**src/rtl/frame_tx_pkg.sv**
```systemverilog
// Shared definitions for the 1101-synchronised serial link (transmit and receive sides).
package frame_tx_pkg;

    typedef enum logic [2:0] {
        IDLE,
        SYNC,
        DATA,
        PARITY,
        GAP
    } tx_state_t;

    localparam logic [3:0] SYNC_WORD = 4'b1101;
    localparam int         SYNC_LEN  = 4;

    // Bit-counter width: must hold the longest phase length (sync, payload or gap).
    function automatic int cnt_width(input int data_w, input int idle_min);
        int m;
        m = SYNC_LEN;
        if (data_w > m)   m = data_w;
        if (idle_min > m) m = idle_min;
        return $clog2(m + 1);
    endfunction

endpackage

```
**src/rtl/frame_tx_1101_piso_shift.sv**
```systemverilog
// Parallel-load, MSB-first shift register; msb is the next bit to be serialised.
module piso_shift #(
    parameter int DATA_W = 8
) (
    input  logic              clk,
    input  logic              rst,
    input  logic              load,
    input  logic              shift,
    input  logic [DATA_W-1:0] din,
    output logic              msb
);

    logic [DATA_W-1:0] sr;

    always_ff @(posedge clk or posedge rst) begin
        if (rst)        sr <= '0;
        else if (load)  sr <= din;
        else if (shift) sr <= sr << 1;
    end

    assign msb = sr[DATA_W-1];

endmodule

```
**src/rtl/frame_tx_1101.sv**
```systemverilog
// Serial frame transmitter: sync word 1101, payload MSB first, even parity, forced idle gap.
module frame_tx_1101
    import frame_tx_pkg::*;
#(
    parameter int DATA_W   = 8,
    parameter int IDLE_MIN = 2
) (
    input  logic              clk,
    input  logic              rst,
    input  logic              in_valid,
    input  logic [DATA_W-1:0] in_data,
    output logic              in_ready,
    output logic              data_out,
    output logic              busy,
    output logic              sof,
    output logic              done
);

    localparam int CNT_W = cnt_width(DATA_W, IDLE_MIN);
    localparam logic [CNT_W-1:0] SYNC_LAST = CNT_W'(SYNC_LEN - 1);
    localparam logic [CNT_W-1:0] DATA_LAST = CNT_W'(DATA_W - 1);
    localparam logic [CNT_W-1:0] GAP_LAST  = CNT_W'((IDLE_MIN > 0) ? IDLE_MIN - 1 : 0);

    tx_state_t        state, state_d;
    logic [CNT_W-1:0] cnt, cnt_d;
    logic             parity;
    logic             accept;
    logic             load, shift, sr_msb;
    logic             data_d, sof_d, done_d;

    assign in_ready = (state == IDLE);
    assign accept   = in_valid && in_ready;

    piso_shift #(.DATA_W(DATA_W)) u_shift (
        .clk   (clk),
        .rst   (rst),
        .load  (load),
        .shift (shift),
        .din   (in_data),
        .msb   (sr_msb)
    );

    // Outputs are registered, so each branch computes the bit for the NEXT cycle.
    always_comb begin
        state_d = state;
        data_d  = 1'b0;
        sof_d   = 1'b0;
        done_d  = 1'b0;
        load    = 1'b0;
        shift   = 1'b0;
        case (state)
            IDLE: begin
                if (accept) begin
                    state_d = SYNC;
                    load    = 1'b1;
                    sof_d   = 1'b1;
                    data_d  = SYNC_WORD[SYNC_LEN-1];
                end
            end
            SYNC: begin
                if (cnt == SYNC_LAST) begin
                    state_d = DATA;
                    data_d  = sr_msb;
                    shift   = 1'b1;
                end else begin
                    data_d = SYNC_WORD[2'(SYNC_LEN - 2) - cnt[1:0]];
                end
            end
            DATA: begin
                if (cnt == DATA_LAST) begin
                    state_d = PARITY;
                    data_d  = parity;
                    done_d  = 1'b1;
                end else begin
                    data_d = sr_msb;
                    shift  = 1'b1;
                end
            end
            PARITY: begin
                state_d = (IDLE_MIN > 0) ? GAP : IDLE;
            end
            GAP: begin
                if (cnt == GAP_LAST) state_d = IDLE;
            end
            default: state_d = IDLE;
        endcase
        cnt_d = (state_d != state || state == IDLE) ? '0 : cnt + 1'b1;
    end

    always_ff @(posedge clk or posedge rst) begin
        if (rst) begin
            state    <= IDLE;
            cnt      <= '0;
            parity   <= 1'b0;
            data_out <= 1'b0;
            sof      <= 1'b0;
            done     <= 1'b0;
            busy     <= 1'b0;
        end else begin
            state    <= state_d;
            cnt      <= cnt_d;
            data_out <= data_d;
            sof      <= sof_d;
            done     <= done_d;
            busy     <= (state_d != IDLE);
            if (accept) parity <= ^in_data;
        end
    end

endmodule

```
**config.mk**
```make
export PLATFORM = sky130hd
export DESIGN_NAME = frame_tx_1101
export DESIGN_NICKNAME = d
export VERILOG_FILES = /design/src/rtl/frame_tx_pkg.sv /design/src/rtl/frame_tx_1101_piso_shift.sv /design/src/rtl/frame_tx_1101.sv
export SDC_FILE = /design/constraint.sdc
export NUM_CORES = 1
export LEC_CHECK = 0
export ABC_AREA = 1
export CORE_MARGIN = 4
export CORE_UTILIZATION = 56
export CTS_BUF_LIST = sky130_fd_sc_hd__clkbuf_4 sky130_fd_sc_hd__clkbuf_8
export DETAILED_ROUTE_END_ITERATION = 8
export HOLD_SLACK_MARGIN = 0.12
export PLACE_DENSITY = 0.79
export SLEW_MARGIN = 20
export SYNTH_ARGS = -nofsm -noshare
export SYNTH_HDL_FRONTEND = slang
export SYNTH_HIERARCHICAL = 1
export SYNTH_SLANG_ARGS = --single-unit
export TNS_END_PERCENT = 50
```
**constraint.sdc**
```tcl
create_clock -name clk -period 1.8 [get_ports clk]
set_clock_uncertainty 0.1 [all_clocks]
set_input_delay 0.54 -clock clk [delete_from_list [all_inputs] [get_ports clk]]
set_output_delay 0.54 -clock clk [all_outputs]
set_load 0.005 [all_outputs]
```
After elaboration in Yosys (flattened, before gate mapping)
Cells that the tools add are included.
- add/sub/neg operators: 2
- $lt $le $gt $ge: 1
- equal/unequal tests: 8
- multiplexer cells: 20
- reductions and logical operators: 6
- operators by type and width (kind ; count):
    $mux W8 ; 2
    $pmux W3 S5 ; 1
    $mux W3 ; 4
    $mux W1 ; 9
    $reduce_xor A8 Y1 ; 1
    $eq A3 B2 Y1 const B ; 2
    $add A4 B1 Y4 const B ; 1
    $eq A4 B1 Y1 const B ; 1
    $eq A4 B2 Y1 const B ; 1
    $eq A4 B3 Y1 const B ; 1
    $mux W4 ; 1
    $eq A3 B1 Y1 const B ; 1
    $eq A3 B3 Y1 const B ; 1
    $logic_not A3 Y1 ; 1
    $lt A2 B3 Y1 const B ; 1
    $ne A3 B3 Y1 ; 1
    $pmux W1 S3 ; 1
    $reduce_bool A3 Y1 ; 1
    $bmux W1 S2 ; 1
    $pmux W1 S2 ; 1
    $reduce_bool A2 Y1 ; 1
    $sub A2 B2 Y2 const A ; 1
    $logic_and A1 B1 Y1 ; 1
    $logic_or A1 B1 Y1 ; 1
- bits in registers: 20
- output and inout bits: 5
- logic and storage cells: 45

Longest topological paths before layout
- depth after elaboration: 7
- gate-level depth with buffers: 9

Hierarchy
Netlist, hierarchy kept.
- modules (own cells, without submodules) (module ; instances ; cells an instance ; area each (µm²)):
    frame_tx_1101 ; 1 ; 112 ; 759.5
    piso_shift ; 1 ; 44 ; 380.4

Least setup slack after synthesis
OpenSTA, ideal clock, no wires.
- path type: reg-to-reg
- start point: reg cnt[0]
- end point: reg u_shift.sr[1]
- arrival: 1.304 ns
- data required time: 1.576 ns
- setup slack: 0.271 ns
- cell stages (with the launch flop): 10
- period minus slack after synthesis: 1.529 ns
- path through: dfrtp_1 > ha_1 > nand3_1 > o21ai_2 > inv_1 > nor2_1 > buf_4 > nor2_8 > nand2_1 > nand3_1
- word-level cells in the longest chain between the ends: 4
- elaborated cells on any way between the ends: 6
- those cells by class: eq/ne (2); mux (3); reduce/logical (1)
- ends and longest elaborated chain (item ; line ; RTL):
    start: declaration ; frame_tx_1101.sv:25 ; logic [CNT_W-1:0] cnt, cnt_d;
    start signal: assignment ; frame_tx_1101.sv:101 ; cnt <= cnt_d;
    $eq A4 B3 Y1 or $eq A4 B2 Y1 (tied branches) ; frame_tx_1101.sv:70, frame_tx_1101.sv:61 ;
    $mux W1 (on tied branches) ; frame_tx_1101.sv:70, frame_tx_1101.sv:61 ;
    $pmux W1 S2 (*) ; frame_tx_1101.sv:51 ; case (state)
    net shift ; frame_tx_1101.sv:28 ; logic load, shift, sr_msb;
    $reduce_bool A2 Y1 (no source line) (*) ; - ;
    end signal: assignment ; frame_tx_1101_piso_shift.sv:17 ; else if (load) sr <= din;
    end signal: assignment ; frame_tx_1101_piso_shift.sv:18 ; else if (shift) sr <= sr << 1;
    end: declaration ; frame_tx_1101_piso_shift.sv:13 ; logic [DATA_W-1:0] sr;
The timed path passes the listed nets; every way through them passes the cells marked *.
A chain may end at the register's enable or synchronous reset.

Worst setup path after layout
- start point: reg sof
- end point: out sof
- RTL lines (item ; line ; RTL):
    start: declaration ; frame_tx_1101.sv:15 ; output logic sof,
    start signal: assignment ; frame_tx_1101.sv:96 ; sof <= 1'b0;
    start signal: assignment ; frame_tx_1101.sv:103 ; sof <= sof_d;
No word-level cell between the ends.

==> metrics <==
H-tree lvl count 1; buffers plus inverters on the worst setup path 1; TritonCTS Buffers 3; layout filler cell count 130; critical path cell sequence clkdlybuf4s50_1; via count of the first global-routing pass about 1100; global-route wire length before repair ~4.3 mm; proportion of layout cells with a drive suffix above 1 0.2487; violation count after the first detailed-routing iteration 27; total number of clock tree sinks 20; routability congestion estimate from global placement 0.8601; hold violation count in the final report 0; Setup crit start kind register; area overhead of the layout relative to synthesis 35.78%; CP peak stage delay 490 ps; Routed WL per cell around 12 µm; Antenna Diode Count 0; synthesized area per cell ~7.3 µm²; area of the die roughly 2800 µm²; syn nets ~170; number of remaining DRC errors 0; Initial DRT Pass Iterations 4; synthesis-stage register bit count 20; Die H 53.12 µm; count of input and output buffers 15; cell at the root of the clock tree clkbuf_4; Post-DP Area roughly 1400 µm²; maximum buffer depth of the clock tree 2; final net count between 200 and 250; Yosys warning total 6; run status finished clean; GR Util All Layers 0.2068; TritonCTS clock tree done; worst-case vdd ir drop about 0.0012 V; number of max-cap violations 0; Lkg Pwr between 0.0008 and 0.0009 µW; final wirelength 2.649 mm; launch point of the critical path sof; antenna violations before repair 0; Register-to-Register Setup Slack 50 ps; standard-cell row count 16; ratio of final minimum period to clock period 0.9783; residual overflow from global routing 0; vias after detailed routing 1094; Final min period 1761 ps; total setup violations reported at the end of the flow 0; Max Slew Vio Count 0; reg-to-reg critical path endpoint u_shift/sr[6]; area of the core region 1942 µm²; Slew HR 0.7014; worst setup path class reg -> out; worst endpoint data arrival time between 1000 and 1500 ps; path class of the lowest-slack min-delay path in -> async; Post-Layout Inst Area approximately 1500 µm²; post-layout power 2177 µW; measured slew at the worst slew-check pin around 450 ps; number of I/O pins 16; Initial Utilization 0.5870; maximum number of pins on one net before global-route repair 13; post-detailed-route via-to-cell ratio roughly 5; crit path capture type output pin; distinct cell type count after synthesis 21; Max FO, Critical Path 1; Post-Route Hold Slack roughly 400 ps; Critical Path RT roughly 1200 ps; maximum clock frequency around 570 MHz; launch point of the worst reg-to-reg path cnt[0]; post-route antenna net violation count 0; clock transition at the register clock pins on the worst setup and hold paths after CTS approximately 110 ps; slowest cell on the critical path clkdlybuf4s50_1; HPWL after DPL roughly 1.8 mm; fraction of the yosys area taken by sequential cells 0.4391; Worst R2R Path Depth 9; Chip Width roughly 53 µm; final setup TNS 0 ps; summed instance area of the synthesized netlist between 1000 and 1500 µm²; clock insertion delay at the later pin of the skew report 300 ps; synthesized instance count 156; power density over cell area ~1400 nW/µm²; cell family contributing the most delay on the critical path buffers and inverters
==> through the flow <==
step,setup WS (ps),std cells,utilization
final,39.05,216,0.7970
after floorplan,271.5,156,-
after CTS,1.625,215,0.7745
after detailed placement,-50.07,201,0.6978
after global placement,3.272,201,0.6978
after global routing,-13.74,216,0.7970
==> layer usage <==
layer,track usage,share of wire
met5,0,0
met4,0.08511,0.012
met3,0.03944,0.046
met2,0.3802,0.54
met1,0.2295,0.40
==> repair_timing <==
| action | CTS | global route |
|---|---|---|
| gates resized for setup | 10 | 13 |
| buffers inserted | 12 | 2 |
| endpoints found under the hold margin | 0 | 0 |
| pin swaps | 5 | 7 |
| hold buffers | 0 | 0 |
| endpoints found under the setup margin | 1 | 13 |
==> cell usage in the layout (no fill, tap or decap), types with 2 or more instances in the layout <==
| cell | n |
|---|---|
| nor2_1 | 5 |
| dlymetal6s2s_1 | 3 |
| dfrtp_1 | 20 |
| inv_1 | 21 |
| nand2_2 | 8 |
| nand2_1 | 53 |
| clkbuf_4 | 3 |
| nand3_2 | 5 |
| clkdlybuf4s50_1 | 11 |
| nand3_1 | 20 |
| ha_1 | 2 |
| nor2_2 | 6 |
| buf_4 | 13 |
| buf_12 | 2 |
| inv_2 | 3 |
==> kinds of logic (layout without fill, tap and decap cells) <==
family                   Yosys count  after routing  share of synthesized area
adder cells (fa/ha/maj)            2              2                    0.02195
XOR/XNOR                           2              2                    0.01537
flip-flops                        20             20                     0.4391
buffers and inverters             26             59                    0.09550
AO/OA/AOI/OAI                      5              5                    0.02854
AND/OR/NAND/NOR                  101            101                     0.3996
==> registers in the layout (all words and copies together), names as in the netlist <==
signal      count
data_out        1
state           3
sof             1
busy            1
parity          1
u_shift/sr      8
cnt             4
done            1
==> layout make-up <==
| class | count | area, µm² | area share |
|---|---|---|---|
| Sequential cell | 20 | 500.5 | 0.3234 |
| Multi-Input combinational cell | 110 | 585.6 | 0.3783 |
| Clock buffer | 4 | 36.28 | 0.02344 |
| Timing Repair Buffer | 31 | 301.5 | 0.1948 |
| Inverter | 24 | 90.09 | 0.05821 |
| Tap cell | 27 | 33.78 | 0.02183 |
==> report_power, final <==
group / internal (µW) / leakage, µW / switching, µW / total [µW]
combinational: 555 / 0.000594 / 620 / 1170
clock: 123 / 0.0000210 / 137 / 260
sequential: 630 / 0.000254 / 112 / 742
total: 1310 / 0.000869 / 869 / 2180
==> synthesized netlist by cell type (all sizes together) <==
| master | count | share of area |
|---|---|---|
| nand3 | 25 | 0.12 |
| a21oi | 1 | 0.0044 |
| a21boi | 1 | 0.0066 |
| xor2 | 1 | 0.0077 |
| nand2 | 62 | 0.21 |
| o21ai | 2 | 0.012 |
| dfrtp | 20 | 0.44 |
| a31oi | 1 | 0.0055 |
| buf | 2 | 0.016 |
| ha | 2 | 0.022 |
| nor3 | 1 | 0.0044 |
| inv | 24 | 0.079 |
| nor2 | 13 | 0.070 |
| xnor2 | 1 | 0.0077 |
==> worst max-delay path by stage <==
stage                    endpoint  cells after the start
CTS                          busy                      1
global route        u_shift/sr[1]                      9
detailed placement           busy                      8
global placement             busy                      8
finish                        sof                      1
floorplan           u_shift/sr[1]                      9
No activity file was read; power rests on OpenSTA's default activity.
